File: config.mk
export PLATFORM = sky130hd
export DESIGN_NAME = bus_cycle_sequencer
export DESIGN_NICKNAME = d
export VERILOG_FILES = /design/src/rtl/bus_cycle_sequencer_pkg.sv /design/src/rtl/bus_wait_counter.sv /design/src/rtl/bus_cycle_sequencer.sv
export SDC_FILE = /design/constraint.sdc
export NUM_CORES = 1
export LEC_CHECK = 0
export ABC_CLOCK_PERIOD_IN_PS = 4900
export CAP_MARGIN = 25
export CELL_PAD_IN_SITES_DETAIL_PLACEMENT = 2
export CELL_PAD_IN_SITES_GLOBAL_PLACEMENT = 2
export CORE_MARGIN = 5
export CORE_UTILIZATION = 26
export DETAILED_ROUTE_END_ITERATION = 10
export GPL_ROUTABILITY_DRIVEN = 0
export PLACE_DENSITY = 0.95
export SYNTH_ARGS = -nofsm -noshare
export SYNTH_HDL_FRONTEND = slang
export SYNTH_HIERARCHICAL = 1
export SYNTH_SLANG_ARGS = --single-unit
File: constraint.sdc
create_clock -name CLK -period 4.9 [get_ports CLK]
set_clock_uncertainty 0.15 [all_clocks]
set_input_delay 0.735 -clock CLK [delete_from_list [all_inputs] [get_ports CLK]]
set_output_delay 0.735 -clock CLK [all_outputs]
set_load 0.1 [all_outputs]
File: src/rtl/bus_cycle_sequencer_pkg.sv
// Shared constants for the external memory bus sequencer: bus cycle state
// encodings, default parameter values and a counter-width helper.
package bus_cycle_sequencer_pkg;

  typedef enum logic [1:0] {
    BUS_IDLE   = 2'd0,
    BUS_SETUP  = 2'd1,
    BUS_STROBE = 2'd2,
    BUS_HOLD   = 2'd3
  } bus_state_t;

  localparam int BUS_ADDR_W  = 16;
  localparam int BUS_DATA_W  = 16;
  localparam int BUS_WAIT_W  = 3;
  localparam int BUS_TIMEOUT = 64;

  // Width needed to hold n-1 (a down-counter that starts at n-1 and ends at 0).
  function automatic int bus_cnt_width(input int n);
    return (n <= 2) ? 1 : $clog2(n);
  endfunction

endpackage

File: src/rtl/bus_wait_counter.sv
// Loadable down-counter with a zero flag. Used for STROBE wait states and,
// when BUS_TIMEOUT_EN is defined, for the STROBE timeout.
module bus_wait_counter #(
  parameter int W = 3
) (
  input  logic         CLK,
  input  logic         RESETN,
  input  logic         load,
  input  logic [W-1:0] value,
  input  logic         dec,
  output logic         zero
);

  logic [W-1:0] count;

  // Load has priority; decrement saturates at zero.
  always_ff @(posedge CLK) begin
    if (!RESETN) begin
      count <= '0;
    end else if (load) begin
      count <= value;
    end else if (dec && (count != '0)) begin
      count <= count - 1'b1;
    end
  end

  assign zero = (count == '0);

endmodule

File: src/rtl/bus_cycle_sequencer.sv
// External memory bus sequencer: turns a one-cycle core request into a
// SETUP / STROBE / HOLD bus cycle with active-low strobes, byte-lane write
// enables, programmable wait states and a READY stretch.
// Optional feature macro: BUS_TIMEOUT_EN (STROBE abort after TIMEOUT cycles).
//
// state      | meaning
// -----------+-----------------------------------------------------------
// BUS_IDLE   | bus released, waiting for REQ
// BUS_SETUP  | address (and write data) driven, strobes high, 1 cycle
// BUS_STROBE | RDN or WRN asserted until wait count is 0 and READY is 1
// BUS_HOLD   | strobes high, buses still driven, ACK pulse, 1 cycle
module bus_cycle_sequencer
  import bus_cycle_sequencer_pkg::*;
#(
  parameter int ADDR_W  = BUS_ADDR_W,
  parameter int DATA_W  = BUS_DATA_W,
  parameter int WAIT_W  = BUS_WAIT_W,
  parameter int TIMEOUT = BUS_TIMEOUT,
  localparam int LANES  = DATA_W / 8
) (
  input  logic              CLK,
  input  logic              RESETN,
  input  logic              REQ,
  input  logic              WE,
  input  logic [LANES-1:0]  BE,
  input  logic [ADDR_W-1:0] ADDR,
  input  logic [DATA_W-1:0] WDATA,
  input  logic [WAIT_W-1:0] WAIT_STATES,
  input  logic              READY,
  input  logic [DATA_W-1:0] DIN,
  output logic              ACK,
  output logic [DATA_W-1:0] RDATA,
  output logic              BUSY,
  output logic              ERR,
  output logic [ADDR_W-1:0] ADDR_BUF,
  output logic [DATA_W-1:0] DOUT_BUF,
  output logic              RDN_BUF,
  output logic [LANES-1:0]  WRN_BUF,
  output logic              ABUS_OEN,
  output logic              DBUS_OEN
);

  if (((DATA_W % 8) != 0) || (TIMEOUT < 1)) begin : g_bad_param
    $error("bus_cycle_sequencer: DATA_W must be a multiple of 8 and TIMEOUT >= 1");
  end

  bus_state_t        state;
  logic              we_q;
  logic [LANES-1:0]  be_q;
  logic [WAIT_W-1:0] wait_q;
  logic              wait_zero;
  logic              leave;
  logic              timeout;
  logic              accept;

  bus_wait_counter #(.W(WAIT_W)) u_wait (
    .CLK    (CLK),
    .RESETN (RESETN),
    .load   (state == BUS_SETUP),
    .value  (wait_q),
    .dec    (state == BUS_STROBE),
    .zero   (wait_zero)
  );

  assign leave  = (state == BUS_STROBE) && wait_zero && READY;
  assign accept = REQ && ((state == BUS_IDLE) || (state == BUS_HOLD));

`ifdef BUS_TIMEOUT_EN
  localparam int TO_W = bus_cnt_width(TIMEOUT);
  logic to_zero;

  // Starts at TIMEOUT-1 so zero is reached in the TIMEOUT-th STROBE cycle.
  bus_wait_counter #(.W(TO_W)) u_timeout (
    .CLK    (CLK),
    .RESETN (RESETN),
    .load   (state == BUS_SETUP),
    .value  (TO_W'(TIMEOUT - 1)),
    .dec    (state == BUS_STROBE),
    .zero   (to_zero)
  );

  assign timeout = (state == BUS_STROBE) && to_zero && !leave;
`else
  assign timeout = 1'b0;
  assign ERR     = 1'b0;
`endif

  // Bus cycle FSM with every bus output registered; a new request may be
  // accepted from IDLE or directly from HOLD for back-to-back cycles.
  always_ff @(posedge CLK) begin
    if (!RESETN) begin
      state    <= BUS_IDLE;
      ACK      <= 1'b0;
      BUSY     <= 1'b0;
      RDN_BUF  <= 1'b1;
      WRN_BUF  <= '1;
      ABUS_OEN <= 1'b1;
      DBUS_OEN <= 1'b1;
      ADDR_BUF <= '0;
      DOUT_BUF <= '0;
      RDATA    <= '0;
      we_q     <= 1'b0;
      be_q     <= '0;
      wait_q   <= '0;
`ifdef BUS_TIMEOUT_EN
      ERR      <= 1'b0;
`endif
    end else begin
      ACK <= 1'b0;
      case (state)
        BUS_SETUP: begin
          state <= BUS_STROBE;
          if (we_q) begin
            WRN_BUF <= ~be_q;
          end else begin
            RDN_BUF <= 1'b0;
          end
        end
        BUS_STROBE: begin
          if (leave || timeout) begin
            state   <= BUS_HOLD;
            ACK     <= 1'b1;
            RDN_BUF <= 1'b1;
            WRN_BUF <= '1;
            if (leave && !we_q) begin
              RDATA <= DIN;
            end
`ifdef BUS_TIMEOUT_EN
            if (timeout) begin
              ERR <= 1'b1;
            end
`endif
          end
        end
        BUS_HOLD: begin
          if (!REQ) begin
            state    <= BUS_IDLE;
            BUSY     <= 1'b0;
            ABUS_OEN <= 1'b1;
            DBUS_OEN <= 1'b1;
          end
        end
        default: ;
      endcase

      if (accept) begin
        state    <= BUS_SETUP;
        BUSY     <= 1'b1;
        ABUS_OEN <= 1'b0;
        DBUS_OEN <= ~WE;
        ADDR_BUF <= ADDR;
        we_q     <= WE;
        be_q     <= BE;
        wait_q   <= WAIT_STATES;
        if (WE) begin
          DOUT_BUF <= WDATA;
        end
`ifdef BUS_TIMEOUT_EN
        ERR      <= 1'b0;
`endif
      end
    end
  end

endmodule

; ---- Yosys cells after proc, flatten, opt, wreduce, memory -nomap -nowiden
; Index checks and enable logic that the tools add are counted.
[word_totals]
reg_bits = 66
[op_classes]
n_addsub = 1
n_eq_ne = 10
muxes = 19
bitwise = 3
reduce_logical = 24
[ops]
columns = operator, count
row1 = AND reduction 3 bit, 5
row2 = 2-to-1 mux 1 bit, 11
row3 = "!= test 2 bit, second input constant", 4
row4 = 2-to-1 mux 2 bit, 3
row5 = 2-to-1 mux 3 bit, 2
row6 = "!= test 3 bit, second input constant", 2
row7 = case mux 2 bit (3 select lines), 1
row8 = AND reduction 2 bit, 3
row9 = nonzero test 2 bit, 3
row10 = nonzero test 3 bit, 2
row11 = logical AND 1 bit, 5
row12 = "equality test 2 bit, second input constant", 2
row13 = case mux 2 bit (2 select lines), 1
row14 = nonzero test 4 bit, 1
row15 = zero test 3 bit, 1
row16 = "subtractor 3 x 1 -> 3 bit, second input constant", 1
row17 = "equality test 2 x 1 -> 1 bit, second input constant", 1
row18 = zero test 2 bit, 1
row19 = "!= test 2 x 1 -> 1 bit, second input constant", 1
row20 = NOT 1 bit, 2
row21 = NOT 2 bit, 1
row22 = case mux 1 bit (2 select lines), 1
row23 = OR reduction 2 bit, 1
row24 = zero test 1 bit, 1
row25 = logical OR 1 bit, 1

; ---- Depth between registers and ports, before layout
; Gate-level depths: netlist (run 1).
[logic_depth]
depth_word = 6
ltp_mapped = 8

; ---- Cells and area by module
; Netlist (run 1), hierarchy kept.
[modules_own_cells]
columns = module, n_inst, cells_each, area_per_inst_um2, seq_area_each_um2
row1 = bus_cycle_sequencer, 1, 287, 2601.2, 1261.2
row2 = bus_wait_counter, 1, 21, 185.2, 60.1

; ---- Worst setup path after synthesis (run 1)
; No wires, ideal clock.
[synth_path]
path_type = reg2out
start = register DBUS_OEN
end = output port DBUS_OEN
arrival_ps = 925
path_slack_ps = 3090
stages_incl_launch_ff = 1
path_cell_list = dfxtp_1
[synth_rtl]
columns = item, line
row1 = start: declaration, bus_cycle_sequencer.sv:40  ; output logic DBUS_OEN
row2 = start signal: assignment, bus_cycle_sequencer.sv:150  ; DBUS_OEN <= ~WE;
; No word-level cell between the ends.

; ---- Final worst setup path (run 1)
[layout_path]
start = register BUSY
end = output port BUSY
[layout_rtl]
columns = item, line
row1 = start: declaration, bus_cycle_sequencer.sv:33  ; output logic BUSY,
row2 = start signal: assignment, bus_cycle_sequencer.sv:94  ; BUSY <= 1'b0;
row3 = start signal: assignment, bus_cycle_sequencer.sv:138  ; BUSY <= 1'b0;
row4 = start signal: assignment, bus_cycle_sequencer.sv:148  ; BUSY <= 1'b1;
; No word-level cell between the ends.

==> results.toml, run 1 <==
[run_status]
status = "finished clean"

[timing]
finalSetupViolCount = 0
setup_ws_ns = 2.14
slew_violations = 0
worst_pin_slew_ns = 1.01
period_needed_ns = 2.76
hold_violations = 0
rsz0062_at_grt = "no"
final.setup.tns_ns = 0
slew_headroom_pct = 32.6
period_share_pct = 56.3
fmax_mhz = 363

[clocking]
root_buffer = "clkbuf_8"
cts_hold_buf = 0
cts_buffers = 9
cts_tree = "done"
clockBufferDepth = 2
cts-htree-levels = 3
post-cts-setup-buffer-count = 0
cts.clk_slew.worst_paths_ns = 0.08
clock-sinks = 66
cts_resized = 0
insertion_delay_ns = 0.34

[grt]
grt_util_all_layers_pct = 14.3
grt_pass1_wl_um = 14600
grt_max_degree = 67
grt_pass1_vias = 2863
antenna_found_initial = 0
overflow = 0

[route]
drt-pass1-iter-count = 4
vias = 2531
avgViaCountPerCell = 4.59
wirelength_um = 9080
wl_per_cell_um = 16.5
final_antenna_net_count = 0
drt_iter0_markers = 72
drc = 0

[setup_path]
required_ns = 4.01
r2r_start = "state[0]$_SDFFE_PN0P_"
cpLargestDelayFamily = "buffers and inverters"
rr_endpoint = "ADDR_BUF[10]$_SDFFE_PN0P_"
crit_path_end_kind = "output port"
cpPeakStageDelay_ns = 1.16
arrival_ns = 1.87
critPathMaxFanout = 2
cp-start-kind = "register"
worst-setup-path-type = "register to output port"
crit_buf_inv = 1
ff2ff_path_depth = 5
ff2ff_setup_slack_ns = 2.65
slowest_stage = "clkdlybuf4s50_1"
crit_chain = "clkdlybuf4s50_1"

[synthesis]
yosys_warnings = 6
synth_nets = 372
async_flop_share_pct = 0
synth.avg_cell_area_um2 = 9.05
synthFlopType = "dfxtp_1"
yosysSeqAreaShare_pct = 47.4
synth.distinct_cells = 40
synth_area_um2 = 2790
synth-seq-cells = 66
synth_cells = 308
synth_edf_count = 0

[pwr]
finalPower_mw = 2.18
powerDensity_nw_per_um2 = 528
leakage_nw = 1.46
vdd_drop_max_mv = 0.254

[die]
fp.coreArea_um2 = 10400
ios = 114
die_w_um = 114
row_count = 37
die-area_um2 = 12900
die_y_um = 114
start_util_pct = 26.9

[layout]
fin_area_um2 = 4130
nets = 475
final_cell_mix = "nand2_1, clkdlybuf4s50_1, dfxtp_1, a21boi_1, a21boi_2"
final_common_cell = "nand2_1"
drive_above_1_share_pct = 9.86
antenna_cells = 0
syn_to_final_growth_pct = 48.1
finish.utilization_pct = 39.8

[place]
placed_area_um2 = 3920
hpwl_um = 6540
portBuffers = 112
dp_slack_ns = 2.13

[hold_path]
whs_endpoint = "ADDR_BUF[3]$_SDFFE_PN0P_"
worstHoldPathCells = 2
hold_class = "register to register"
min_from = "ADDR_BUF[3]$_SDFFE_PN0P_"

[job]
drv_cap = 0
[state kept, by name (all words and copies together) (netlist names), 2 cells and up]
name          flops
state             2
DOUT_BUF         16
u_wait/count      3
ADDR_BUF         16
wait_q            3
be_q              2
RDATA            16
WRN_BUF           2
[synth_stat cells (all sizes together) (2+ instances only)]
master / n / share of area (%)
a21boi: 55 / 17
a21oi: 6 / 1.1
and3b: 2 / 0.63
buf: 14 / 4.5
clkbuf: 6 / 0.81
dfxtp: 66 / 47
ha: 6 / 2.7
inv: 6 / 0.81
nand2: 112 / 15
nand3b: 2 / 0.54
nor2b: 4 / 1.2
o211ai: 2 / 0.54
o21ai: 6 / 1.1
[worst max-delay path by stage]
stage                         startpoint                      to  slack, ns  depth (start not counted)
6_report               BUSY$_SDFFE_PN0P_                    BUSY       2.14                          1
5_1_grt        ADDR_BUF[12]$_SDFFE_PN0P_            ADDR_BUF[12]       2.09                          1
4_1_cts                BUSY$_SDFFE_PN0P_                    BUSY       2.11                          1
3_5_place_dp                         REQ  wait_q[0]$_SDFFE_PN0P_       2.13                          4
3_3_place_gp                         REQ   state[0]$_SDFFE_PN0P_       2.28                          4
2_1_floorplan      DBUS_OEN$_SDFFE_PN1P_                DBUS_OEN       3.09                          0
[layer usage]
metal  vias to the layer above  track usage [%]  wire [µm]
li1                       1219                -          -
met1                      1212             15.7       3520
met2                        86             25.8       4740
met3                        14             5.52        676
met4                         0             3.69        148
met5                         -                0          0
[cell families after synthesis]
family	after synthesis	share of synthesized area, %
other	1	0.135
flip-flops	66	47.4
buffers and inverters	26	6.15
XOR/XNOR	1	0.314
adder cells (fa/ha/maj)	6	2.69
AND/OR/NAND/NOR	129	20.0
multiplexers	2	0.763
AO/OA/AOI/OAI	77	22.5
[report_power, final]
group | internal [mW] | total [mW] | leakage [nW] | switching, mW
clock network | 0.249 | 0.470 | 0.0945 | 0.222
registers | 0.626 | 0.684 | 0.539 | 0.0583
logic | 0.267 | 1.02 | 0.824 | 0.756
total | 1.14 | 2.18 | 1.46 | 1.04
[layout make-up]
class	count	area, µm²
clock buffers	10	138
clock inverters	6	66.3
fillers	1162	6240
inverters	6	22.5
multi-input cells	216	1290
flip-flops and latches	66	1320
well taps	136	170
repair buffers	112	1120
[metrics by stage]
stage          instances  hold slack [ns]
6_report             552            0.311
5_1_grt              552            0.329
4_1_cts              552            0.314
3_5_place_dp         536            0.304
3_3_place_gp         536            0.291
2_1_floorplan        308            0.281
[tightest hold or removal path, cell delays in order, from the launching register on]
cell and delay, ns:
dfxtp_1 0.32, nand2_1 0.05, a21boi_1 0.05
(Power assumes the default switching activity.)
==> run 2: changes to the inputs <==
ABC_CLOCK_PERIOD_IN_PS = 2400   (was 4900)
CORE_UTILIZATION = 22   (was 26)
PLACE_DENSITY = 0.87   (was 0.95)
clock period = 2.4 ns   (was 4.9 ns; I/O delays follow)
==> run 2 against run 1 <==
Compared with the run above:
- setup slack got worse by 1.8 ns
- sequential power rose by 100%
- critical path type is now register to register
- via count rose by 0.91%
- clock power rose to 3.3 times the previous value
- register-to-register slack got worse by 2.3 ns
- worst hold slack got worse by 0.031 ns
- critical endpoint is now RDATA[10]$_SDFFE_PN0P_
- combinational power rose by 110%
- clock-buffer cell count rose by 1
- non-clock buffer count rose by 9
- power rose by 130%
==> results.toml, run 2 (same netlist as run 1, synthesis figures left out) <==
[die]
start_util_pct = 22.3
row_count = 41
fp.coreArea_um2 = 12500
die_y_um = 123
ios = 114
die_w_um = 123
die-area_um2 = 15000

[clocking]
cts_buffers = 9
cts-htree-levels = 3
insertion_delay_ns = 0.33
clock-sinks = 66
cts_tree = "done"
post-cts-setup-buffer-count = 0
cts_resized = 0
clockBufferDepth = 2
cts.clk_slew.worst_paths_ns = 0.05
cts_hold_buf = 0
root_buffer = "clkbuf_16"

[grt]
met1_usage_pct = 13.7
grt_pass1_vias = 2890
overflow = 0
met3_usage_pct = 3.32
grt_use_met2_pct = 23.5
grt_pass1_wl_um = 14700
antenna_found_initial = 0
grt_max_degree = 26
grt_util_all_layers_pct = 12.8
busiest_layer = "met2"

[route]
wl_per_cell_um = 15.4
drt_iter0_markers = 108
drt-pass1-iter-count = 3
final_antenna_net_count = 0
wirelength_um = 9220
vias = 2554
avgViaCountPerCell = 4.28
drc = 0

[layout]
fin_area_um2 = 4250
antenna_cells = 0
final-seq-area_um2 = 1320
fillers = 1420
nets = 484
top_regs = "ADDR_BUF x16, DOUT_BUF x16, RDATA x16"
final_common_cell = "nand2_1"
drive_above_1_share_pct = 24.7
syn_to_final_growth_pct = 52.6
final_cell_mix = "nand2_1, dfxtp_1, buf_4, clkdlybuf4s50_1, a21boi_1"
multi_input_area_um2 = 1290
final_cells = 597

[job]
drv_cap = 0

[run_status]
status = "finished clean"

[place]
dp.cells = 581
portBuffers = 112
placed_area_um2 = 3900
hpwl_um = 7100

[setup_path]
critPathMaxFanout = 10
worst-setup-path-type = "register to register"
crit_chain = "inv_1 > ha_1 > ha_1 > and4b_1 > buf_4 > nand2_1 > a21boi_2"
cpPeakStageDelay_ns = 0.44
path_common_cell = "ha_1"
crit_buf_inv = 2
crit_start = "u_wait/count[0]$_SDFFE_PN0P_"
required_ns = 2.51
cp-start-kind = "register"
arrival_ns = 2.17
slowest_stage = "and4b_1"
crit_path_end_kind = "register"
cpLargestDelayFamily = "adder cells"
r2r_start = "u_wait/count[0]$_SDFFE_PN0P_"

[pwr]
pwr-share-clk_pct = 30.8
power_frac_comb_pct = 41.5
p_sw_share_pct = 42.8
vdd_drop_max_mv = 0.408
pwr-share-seq_pct = 27.7
powerDensity_nw_per_um2 = 1190
power.internal_mw = 2.89
finalPower_mw = 5.05
leakage_nw = 1.68
p_switching_mw = 2.16

[timing]
slew_violations = 0
finalSetupViolCount = 0
hold_violations = 0
rsz0062_at_grt = "no"
period_needed_ns = 2.06
period_share_pct = 85.9
final.setup.tns_ns = 0
fmax_mhz = 485

[hold_path]
min_from = "RESETN"
hold_class = "primary input to register"
## run 2: final timing paths
| kind | slack, ns | end | depth (start not counted) |
|---|---|---|---|
| setup / recovery | 0.34 | RDATA[10]$_SDFFE_PN0P_ | 7 |
| hold / removal | 0.28 | ABUS_OEN$_SDFFE_PN1P_ | 2 |
| setup reg to reg | 0.34 | RDATA[10]$_SDFFE_PN0P_ | 7 |
| hold reg to reg | 0.31 | ADDR_BUF[2]$_SDFFE_PN0P_ | 2 |
## run 2: layer usage
| metal | routed length (µm) | share of wire [%] |
|---|---|---|
| met3 | 486 | 5.3 |
| met4 | 141 | 1.5 |
| met2 | 4940 | 54 |
| met5 | 0 | 0 |
| met1 | 3660 | 40 |
## run 2: layout make-up
class                           count  area share, %
Clock buffer                       11           5.94
Clock inverter                      5           2.35
Inverter                            6          0.530
Multi-Input combinational cell    216           30.4
Sequential cell                    66           31.1
Tap cell                          172           5.06
Timing Repair Buffer              121           24.6
## run 2: power by group through the flow
stage / Sequential, mW / Clock (mW) / Combinational [mW]
after global placement: 1.41 / 0 / 2.06
after detailed placement: 1.42 / 0 / 2.12
after global routing: 1.43 / 1.66 / 2.22
after CTS: 1.40 / 1.62 / 2.13
after floorplan: 2.38 / 0 / 0.649
final: 1.40 / 1.56 / 2.10
## run 2: worst register-to-register path, stage by stage, from the launching register on
cell      delay [ns]
dfxtp_1         0.32
inv_1           0.07
ha_1            0.16
ha_1            0.41
and4b_1         0.44
buf_4           0.24
nand2_1         0.09
a21boi_2        0.12
## run 2: through the flow
stage / setup WS [ns] / hold WS [ns] / utilization, %
final: 0.338 / 0.280 / 34.0
after CTS: 0.307 / 0.273 / 34.0
after global routing: 0.175 / 0.294 / 34.0
after floorplan: 0.731 / 0.281 / -
after global placement: 0.429 / 0.291 / 31.1
after detailed placement: 0.309 / 0.304 / 31.1
